--- src/rtl/Pipe_Buf_Reg_PKG.sv ---
// Shared pipeline-buffer types: hazard-controller state and EX forwarding-mux encodings.
package Pipe_Buf_Reg_PKG;

  typedef enum logic [1:0] {
    RUN    = 2'd0,
    DRAIN  = 2'd1,
    HALTED = 2'd2
  } ctrl_state_e;

  typedef enum logic [1:0] {
    FWD_RF  = 2'b00,
    FWD_WB  = 2'b01,
    FWD_MEM = 2'b10
  } fwd_sel_e;

  // Wide enough for the full 1..7 halt-drain range.
  localparam int DRAIN_CNT_W = 3;

endpackage

--- src/rtl/fwd_select.sv ---
// Forwarding compare for one EX source operand; the MEM result is younger, so it wins over WB.
module fwd_select
  import Pipe_Buf_Reg_PKG::*;
#(
  parameter int RF_ADDRESS = 5
) (
  input  logic [RF_ADDRESS-1:0] ex_rs,
  input  logic [RF_ADDRESS-1:0] mem_rd,
  input  logic                  mem_regwrite,
  input  logic [RF_ADDRESS-1:0] wb_rd,
  input  logic                  wb_regwrite,
  output fwd_sel_e              sel
);

  // NOTE: every signal written in always_comb is given a default first, so no path leaves it unassigned and no latch is inferred.
  always_comb begin
    sel = FWD_RF;
    if (mem_regwrite && (mem_rd != '0) && (mem_rd == ex_rs)) begin
      sel = FWD_MEM;
    end else if (wb_regwrite && (wb_rd != '0) && (wb_rd == ex_rs)) begin
      sel = FWD_WB;
    end
  end

endmodule

--- src/rtl/pipe_hazard_ctrl.sv ---
// Hazard / pipeline control for the 5-stage RV32 core: stalls, flushes, forwarding, halt drain.
// Optional stall-cycle counter is built only when PERF_CNT_EN is defined.
module pipe_hazard_ctrl
  import Pipe_Buf_Reg_PKG::*;
#(
  parameter int RF_ADDRESS = 5,
  parameter int HALT_DRAIN = 3,
  parameter int CNT_W      = 32
) (
  input  logic                  clk,
  input  logic                  reset,
  input  logic [RF_ADDRESS-1:0] id_rs1,
  input  logic [RF_ADDRESS-1:0] id_rs2,
  input  logic                  id_uses_rs2,
  input  logic [RF_ADDRESS-1:0] ex_rd,
  input  logic                  ex_memread,
  input  logic [RF_ADDRESS-1:0] ex_rs1,
  input  logic [RF_ADDRESS-1:0] ex_rs2,
  input  logic [RF_ADDRESS-1:0] mem_rd,
  input  logic                  mem_regwrite,
  input  logic [RF_ADDRESS-1:0] wb_rd,
  input  logic                  wb_regwrite,
  input  logic                  ex_branch_taken,
  input  logic                  mem_req,
  input  logic                  mem_ready,
  input  logic                  halt_req,
  output logic                  pc_en,
  output logic                  if_id_en,
  output logic                  id_ex_en,
  output logic                  ex_mem_en,
  output logic                  if_id_flush,
  output logic                  id_ex_flush,
  output logic                  mem_wb_bubble,
  output logic [1:0]            fwd_a,
  output logic [1:0]            fwd_b,
  output logic                  halted,
  output logic [CNT_W-1:0]      stall_cycles
);

  ctrl_state_e            state;
  logic [DRAIN_CNT_W-1:0] drain_cnt;
  logic                   mem_wait;
  logic                   load_use;
  fwd_sel_e               fwd_a_sel;
  fwd_sel_e               fwd_b_sel;

  assign mem_wait = mem_req && !mem_ready;
  assign load_use = ex_memread && (ex_rd != '0) &&
                    ((ex_rd == id_rs1) || (id_uses_rs2 && (ex_rd == id_rs2)));

  fwd_select #(.RF_ADDRESS(RF_ADDRESS)) u_fwd_a (
    .ex_rs(ex_rs1), .mem_rd(mem_rd), .mem_regwrite(mem_regwrite),
    .wb_rd(wb_rd), .wb_regwrite(wb_regwrite), .sel(fwd_a_sel)
  );

  fwd_select #(.RF_ADDRESS(RF_ADDRESS)) u_fwd_b (
    .ex_rs(ex_rs2), .mem_rd(mem_rd), .mem_regwrite(mem_regwrite),
    .wb_rd(wb_rd), .wb_regwrite(wb_regwrite), .sel(fwd_b_sel)
  );

  assign fwd_a  = fwd_a_sel;
  assign fwd_b  = fwd_b_sel;
  assign halted = (state == HALTED);

  // A memory wait freezes everything up to EX, so a pending branch or load-use is simply re-seen later.
  always_comb begin
    pc_en         = 1'b1;
    if_id_en      = 1'b1;
    id_ex_en      = 1'b1;
    ex_mem_en     = 1'b1;
    if_id_flush   = 1'b0;
    id_ex_flush   = 1'b0;
    mem_wb_bubble = 1'b0;
    unique case (state)
      RUN: begin
        if (mem_wait) begin
          {pc_en, if_id_en, id_ex_en, ex_mem_en} = 4'b0000;
          mem_wb_bubble = 1'b1;
        end else if (ex_branch_taken) begin
          if_id_flush = 1'b1;
          id_ex_flush = 1'b1;
        end else if (load_use) begin
          {pc_en, if_id_en} = 2'b00;
          id_ex_flush       = 1'b1;
        end else if (halt_req) begin
          {pc_en, if_id_en} = 2'b00;
          if_id_flush       = 1'b1;
        end
      end
      DRAIN: begin
        {pc_en, if_id_en} = 2'b00;
        if (mem_wait) begin
          {id_ex_en, ex_mem_en} = 2'b00;
          mem_wb_bubble         = 1'b1;
        end
      end
      default: begin
        {pc_en, if_id_en, id_ex_en, ex_mem_en} = 4'b0000;
        mem_wb_bubble = 1'b1;
      end
    endcase
  end

  // NOTE: state flops use non-blocking assignments and an asynchronous reset in the sensitivity list.
  always_ff @(posedge clk or posedge reset) begin
    if (reset) begin
      state     <= RUN;
      drain_cnt <= '0;
    end else begin
      unique case (state)
        RUN: begin
          if (!mem_wait && !ex_branch_taken && !load_use && halt_req) begin
            state     <= DRAIN;
            drain_cnt <= DRAIN_CNT_W'(HALT_DRAIN);
          end
        end
        DRAIN: begin
          if (!mem_wait) begin
            drain_cnt <= drain_cnt - DRAIN_CNT_W'(1);
            if (drain_cnt == DRAIN_CNT_W'(1)) state <= HALTED;
          end
        end
        default: state <= HALTED;
      endcase
    end
  end

`ifdef PERF_CNT_EN
  logic [CNT_W-1:0] stall_q;

  always_ff @(posedge clk or posedge reset) begin
    if (reset) begin
      stall_q <= '0;
    end else if (!pc_en && (state != HALTED) && (stall_q != '1)) begin
      stall_q <= stall_q + CNT_W'(1);
    end
  end

  assign stall_cycles = stall_q;
`else
  assign stall_cycles = '0;
`endif

endmodule

--- config.mk ---
export PLATFORM = sky130hd
export DESIGN_NAME = pipe_hazard_ctrl
export DESIGN_NICKNAME = d
export VERILOG_FILES = /design/src/rtl/Pipe_Buf_Reg_PKG.sv /design/src/rtl/fwd_select.sv /design/src/rtl/pipe_hazard_ctrl.sv
export SDC_FILE = /design/constraint.sdc
export NUM_CORES = 1
export LEC_CHECK = 0
export BUFFER_PORTS_ARGS = -buffer_cell sky130_fd_sc_hd__buf_2
export CORE_UTILIZATION = 34
export CTS_BUF_LIST = sky130_fd_sc_hd__clkbuf_16
export CTS_CLUSTER_SIZE = 25
export DETAILED_ROUTE_END_ITERATION = 8
export GPL_TIMING_DRIVEN = 0
export PLACE_DENSITY = 0.77
export SLEW_MARGIN = 15
export SYNTH_ARGS = -nofsm -noshare
export SYNTH_HDL_FRONTEND = slang
export SYNTH_HIERARCHICAL = 1
export SYNTH_SLANG_ARGS = --single-unit
--- constraint.sdc ---
create_clock -name clk -period 1.4 [get_ports clk]
set_input_delay 0.07 -clock clk [delete_from_list [all_inputs] [get_ports clk]]
set_output_delay 0.07 -clock clk [all_outputs]
set_load 0.03 [all_outputs]
Yosys cells after proc, flatten, opt, wreduce, memory -nomap -nowiden --
Index checks and enable logic that the tools add are counted.
Storage, ports and cells: register bits after elaboration 5, bits of input ports 45, output and inout bits 44, logic and storage cells 70
Operators by class: add/subtract/negate cells 1, equal/unequal tests 12, muxes and demuxes 29, reductions and logical operators 26
Operators by type and width (count):
- $eq A5 B5 Y1 | 6
- $mux W1 | 20
- $reduce_bool A5 Y1 | 3
- $logic_and A1 B1 Y1 | 13
- $mux W2 | 5
- $mux W3 | 2
- $ne A2 B2 Y1 const B | 3
- $pmux W3 S2 | 1
- $reduce_and A3 Y1 | 2
- $logic_not A1 Y1 | 4
- $pmux W2 S2 | 1
- $eq A3 B1 Y1 const B | 1
- $sub A3 B1 Y3 const B | 1
- $eq A2 B1 Y1 const B | 1
- $eq A2 B2 Y1 const B | 1
- $logic_not A2 Y1 | 1
- $reduce_bool A2 Y1 | 1
- $reduce_or A2 Y1 | 1
- $logic_or A1 B1 Y1 | 1

Longest topological paths before layout --
word-level depth 9, gate-level depth with buffers 7, mapped depth without buffers 6

By module --
Netlist, hierarchy kept.
Modules (own cells, without submodules):
- pipe_hazard_ctrl | instances 1, cells each 89, area each 719.4 um^2, sequential area each 125.1 um^2
- fwd_select | instances 2, cells each 20, area each 151.4 um^2, sequential area each 0.0 um^2

Worst setup path after synthesis --
No wires, ideal clock.
path type register to output, start point register state[1], end point output port if_id_flush, data arrival time 2.235 ns, required time 1.330 ns, setup slack -0.905 ns, stages on the path, launching flop included 6, buffers on the path 0, path through dfrtp_1 nor2_1 inv_1 nor2_1 nand2_1 o21ai_0
Between the ends: word-level cells in the longest chain between the ends 2
RTL lines:
- from (decl) | RTL line pipe_hazard_ctrl.sv:40 | ctrl_state_e state;
- from (signal assigned) | RTL line pipe_hazard_ctrl.sv:107 | state <= RUN;
- from (signal assigned) | RTL line pipe_hazard_ctrl.sv:113 | state <= DRAIN;
- from (signal assigned) | RTL line pipe_hazard_ctrl.sv:120 | if (drain_cnt == DRAIN_CNT_W'(1)) state <= HALTED;
- $logic_not A2 Y1 | RTL line pipe_hazard_ctrl.sv:74 | unique case (state)
- $mux W1 | RTL line pipe_hazard_ctrl.sv:74
- to (decl) | RTL line pipe_hazard_ctrl.sv:31 | output logic if_id_flush,
Every way passes these cells.

Final worst setup path --
start point input port ex_rd[4], end point output port if_id_en
Between the ends: word-level cells in the longest chain between the ends 8, elaborated cells on any way between the ends 11, classes of those cells 2 x eq/ne; 4 x mux; 5 x reduce/logical
RTL lines:
- from (decl) | RTL line pipe_hazard_ctrl.sv:15 | input logic [RF_ADDRESS-1:0] ex_rd,
- $eq A5 B5 Y1 | RTL line pipe_hazard_ctrl.sv:49 | ((ex_rd == id_rs1) || (id_uses_rs2 && (ex_rd == id_rs2)));
- $logic_and A1 B1 Y1 | RTL line pipe_hazard_ctrl.sv:49
- $logic_or A1 B1 Y1 | RTL line pipe_hazard_ctrl.sv:49
- $logic_and A1 B1 Y1 * | RTL line pipe_hazard_ctrl.sv:48 | assign load_use = ex_memread && (ex_rd != '0) &&
- $mux W1 * | RTL line pipe_hazard_ctrl.sv:82 | end else if (load_use) begin
- $mux W1 * | RTL line pipe_hazard_ctrl.sv:79 | end else if (ex_branch_taken) begin
- $mux W1 * | RTL line pipe_hazard_ctrl.sv:76 | if (mem_wait) begin
- $mux W1 * | RTL line pipe_hazard_ctrl.sv:74
- to (decl) | RTL line pipe_hazard_ctrl.sv:28 | output logic if_id_en,
Mark *: on every way between the ends. The rest lies on a longest branch, timed or not.

==> metrics.txt <==
Starting Density=36.4%; worst setup margin=-0.122 ns; antenna viol nets, final=0; die height=56.8 µm; clock transition at the registers of the reported paths=0.03 ns; critical path class=primary input to primary output; fill count=254; Die ar.=3230 µm²; post-layout util=60.3%; DRC=14; Vias/cell=4.14; sequential-to-total area share from yosys stat=12.2%; Final min period=1.52 ns; fmax=657 MHz; Fin Setup TNS=-0.422 ns; Synth cell types=29; pre-CTS WS=-0.334 ns; max-cap viol count=0; vias in the first global route=934; final hold violation count=0; clk_skew=0.00153 ns; WP data required=1.33 ns; share of total power in sequential cells=14.3%; largest net degree at the start of global routing=6; Cell Int Power=1.08 mW; initial antenna violation count=0; startpoint types=primary input; Overall Power=1.91 mW; Pre-antenna DRT Iters=7; Comb pwr share=61.7%; Mapped Cells=129; violations in the final reports=DRC, setup timing; Yosys top cell by area=buf_4; Max-slew headroom=66.2%; initial DRC count=48; core footprint=2810 µm²; cell area after synthesis=1020 µm²; Die X=56.8 µm; CTS Buf Count=3; clock share of power=24.0%; async set-or-reset flop fraction in the synthesized netlist=100%; routed length per instance=9.63 µm; EDFF count, synth=0; final net count=273; area post-placement=1480 µm²; Setup Viol. Count Final=5; Critical Path AT=1.45 ns; Pwr Density=1130 nW/µm²; share of cells above drive strength 1=52.9%; IO Port Bufs=56; Yosys Warn Count=6; sw frac=43.5%; gr usage total=14.1%; first-pass GRT wire length=3700 µm; Switching Power=0.828 mW; max-slew violations=0; clock sink count=5; register bit total from synthesis=5; Final period util=109%; leakage power=0.915 nW; clk buf depth=2; Hold Crit Class=primary input to register; Final Wtd Congestion=0.760; RSZ-0062 raised after global routing=true; worst vdd ir=0.541 mV; number of top-level pins=89; final instance area=1690 µm²; Area Overhead vs Synth=65.4%; Worst-Margin Slew=0.505 ns; Most used DFF post-synth=dfrtp_1; largest cells by area after synthesis=buf_4, xor2_1, dfrtp_1; number of antenna diodes=0; Setup crit end kind=primary output; final WL=2470 µm; GRT overflow=0; worst skew pair latency=0.22 ns; worst-path maximum fanout=3; CTS tree=built; via count=1,061; H-tree depth=1; detailed placement HPWL=1960 µm; FP Rows=19; Mean Syn Cell Area=7.92 µm²; status=finished with violations; clock root buffer=clkbuf_16; Synth top area share=25.0%
## power groups by stage
stage          Combinational (mW)  Clock (mW)  Sequential [mW]
2_1_floorplan               0.757           0            0.254
3_3_place_gp                0.985           0            0.263
3_5_place_dp                0.993           0            0.264
4_1_cts                      1.10       0.460            0.272
5_1_grt                      1.25       0.475            0.281
6_report                     1.18       0.457            0.273
## worst paths after layout
path,startpoint,endpoint,slack [ns],cells past startpoint
min in group asynchronous,reset,drain_cnt[1]$_DFFE_PP0P_,0.32,3
max in group asynchronous,reset,state[0]$_DFFE_PP0P_,0.90,3
max reg2reg,state[1]$_DFFE_PP0P_,drain_cnt[2]$_DFFE_PP0P_,-0.09,4
max,ex_rd[4],if_id_en,-0.12,7
min reg2reg,state[1]$_DFFE_PP0P_,state[1]$_DFFE_PP0P_,0.54,1
min,ex_branch_taken,drain_cnt[0]$_DFFE_PP0P_,0.22,4
## cells in the mapped netlist, types with 2 or more instances
master / number
nand3_1: 4
ha_1: 2
nor2_1: 11
dfrtp_1: 5
buf_4: 34
nor3_2: 2
nor3_1: 6
xnor2_1: 11
a21oi_1: 3
a211oi_2: 2
nand2_1: 7
o41ai_2: 3
inv_1: 5
nor4_1: 3
nor2b_1: 2
xor2_1: 15
o21ai_0: 2
## cell type report
cell class | count | area (µm²) | area share (%)
repair buffers | 61 | 362 | 21.4
plain buffers | 34 | 255 | 15.1
clock inverters | 1 | 3.75 | 0.222
well taps | 31 | 38.8 | 2.29
multi-input cells | 116 | 811 | 48.0
flip-flops and latches | 5 | 126 | 7.48
clock buffers | 3 | 75.1 | 4.44
inverters | 5 | 18.8 | 1.11
## metal layers
metal  vias to the layer above  GRT usage [%]  share of wire, %
li1                        565              -                 -
met1                       439           14.5                39
met3                         2           1.15               7.5
met4                         0           3.14              0.93
met2                        55           29.9                53
met5                         -              0                 0
## critical path, stage by stage
cell,delay (ns)
buf_8,0.10
or4_4,0.54
o21ai_4,0.17
nor2_4,0.06
o41ai_4,0.23
buf_4,0.17
buf_6,0.12
## layout by cell type (no fill, tap or decap), types with 2 or more instances in the layout
master / synthesis / routed
a211oi_2: 2 / 2
a21oi_1: 3 / 3
buf_2: 0 / 50
buf_4: 34 / 38
buf_6: 0 / 5
clkbuf_16: 0 / 3
conb_1: 1 / 32
dfrtp_1: 5 / 4
ha_1: 2 / 2
inv_1: 5 / 5
nand2_1: 7 / 6
nand3_1: 4 / 4
nor2_1: 11 / 7
nor2_4: 0 / 4
nor2b_1: 2 / 2
nor3_1: 6 / 6
nor3_2: 2 / 2
nor4_1: 3 / 2
o41ai_2: 3 / 2
xnor2_1: 11 / 11
xor2_1: 15 / 15
## flip-flops by register name, indices dropped and copies added (netlist names)
| signal | count |
|---|---|
| drain_cnt | 3 |
| state | 2 |
## through the flow
step	instances	hold WS, ns
2_1_floorplan	160	-0.151
3_3_place_gp	247	-0.0324
5_1_grt	256	0.247
4_1_cts	254	0.218
6_report	256	0.224
3_5_place_dp	247	-0.0264
## kinds of logic after synthesis
kind of cell / count (synthesis) / synth area share (%)
compound gates: 17 / 16.0
xor+xnor: 26 / 22.3
fa+ha+maj: 2 / 2.45
buf+inv: 39 / 26.8
flops: 5 / 12.2
other cells: 1 / 0.367
simple gates: 39 / 19.8
## what timing repair did
item,CTS,global route
setup endpoints to repair,5,5
endpoints found under the hold margin,5,0
gates resized for setup,24,4
hold buffers,1,0
setup buffers,2,2
pin swaps,8,6
No activity file was read; power rests on OpenSTA's default activity.
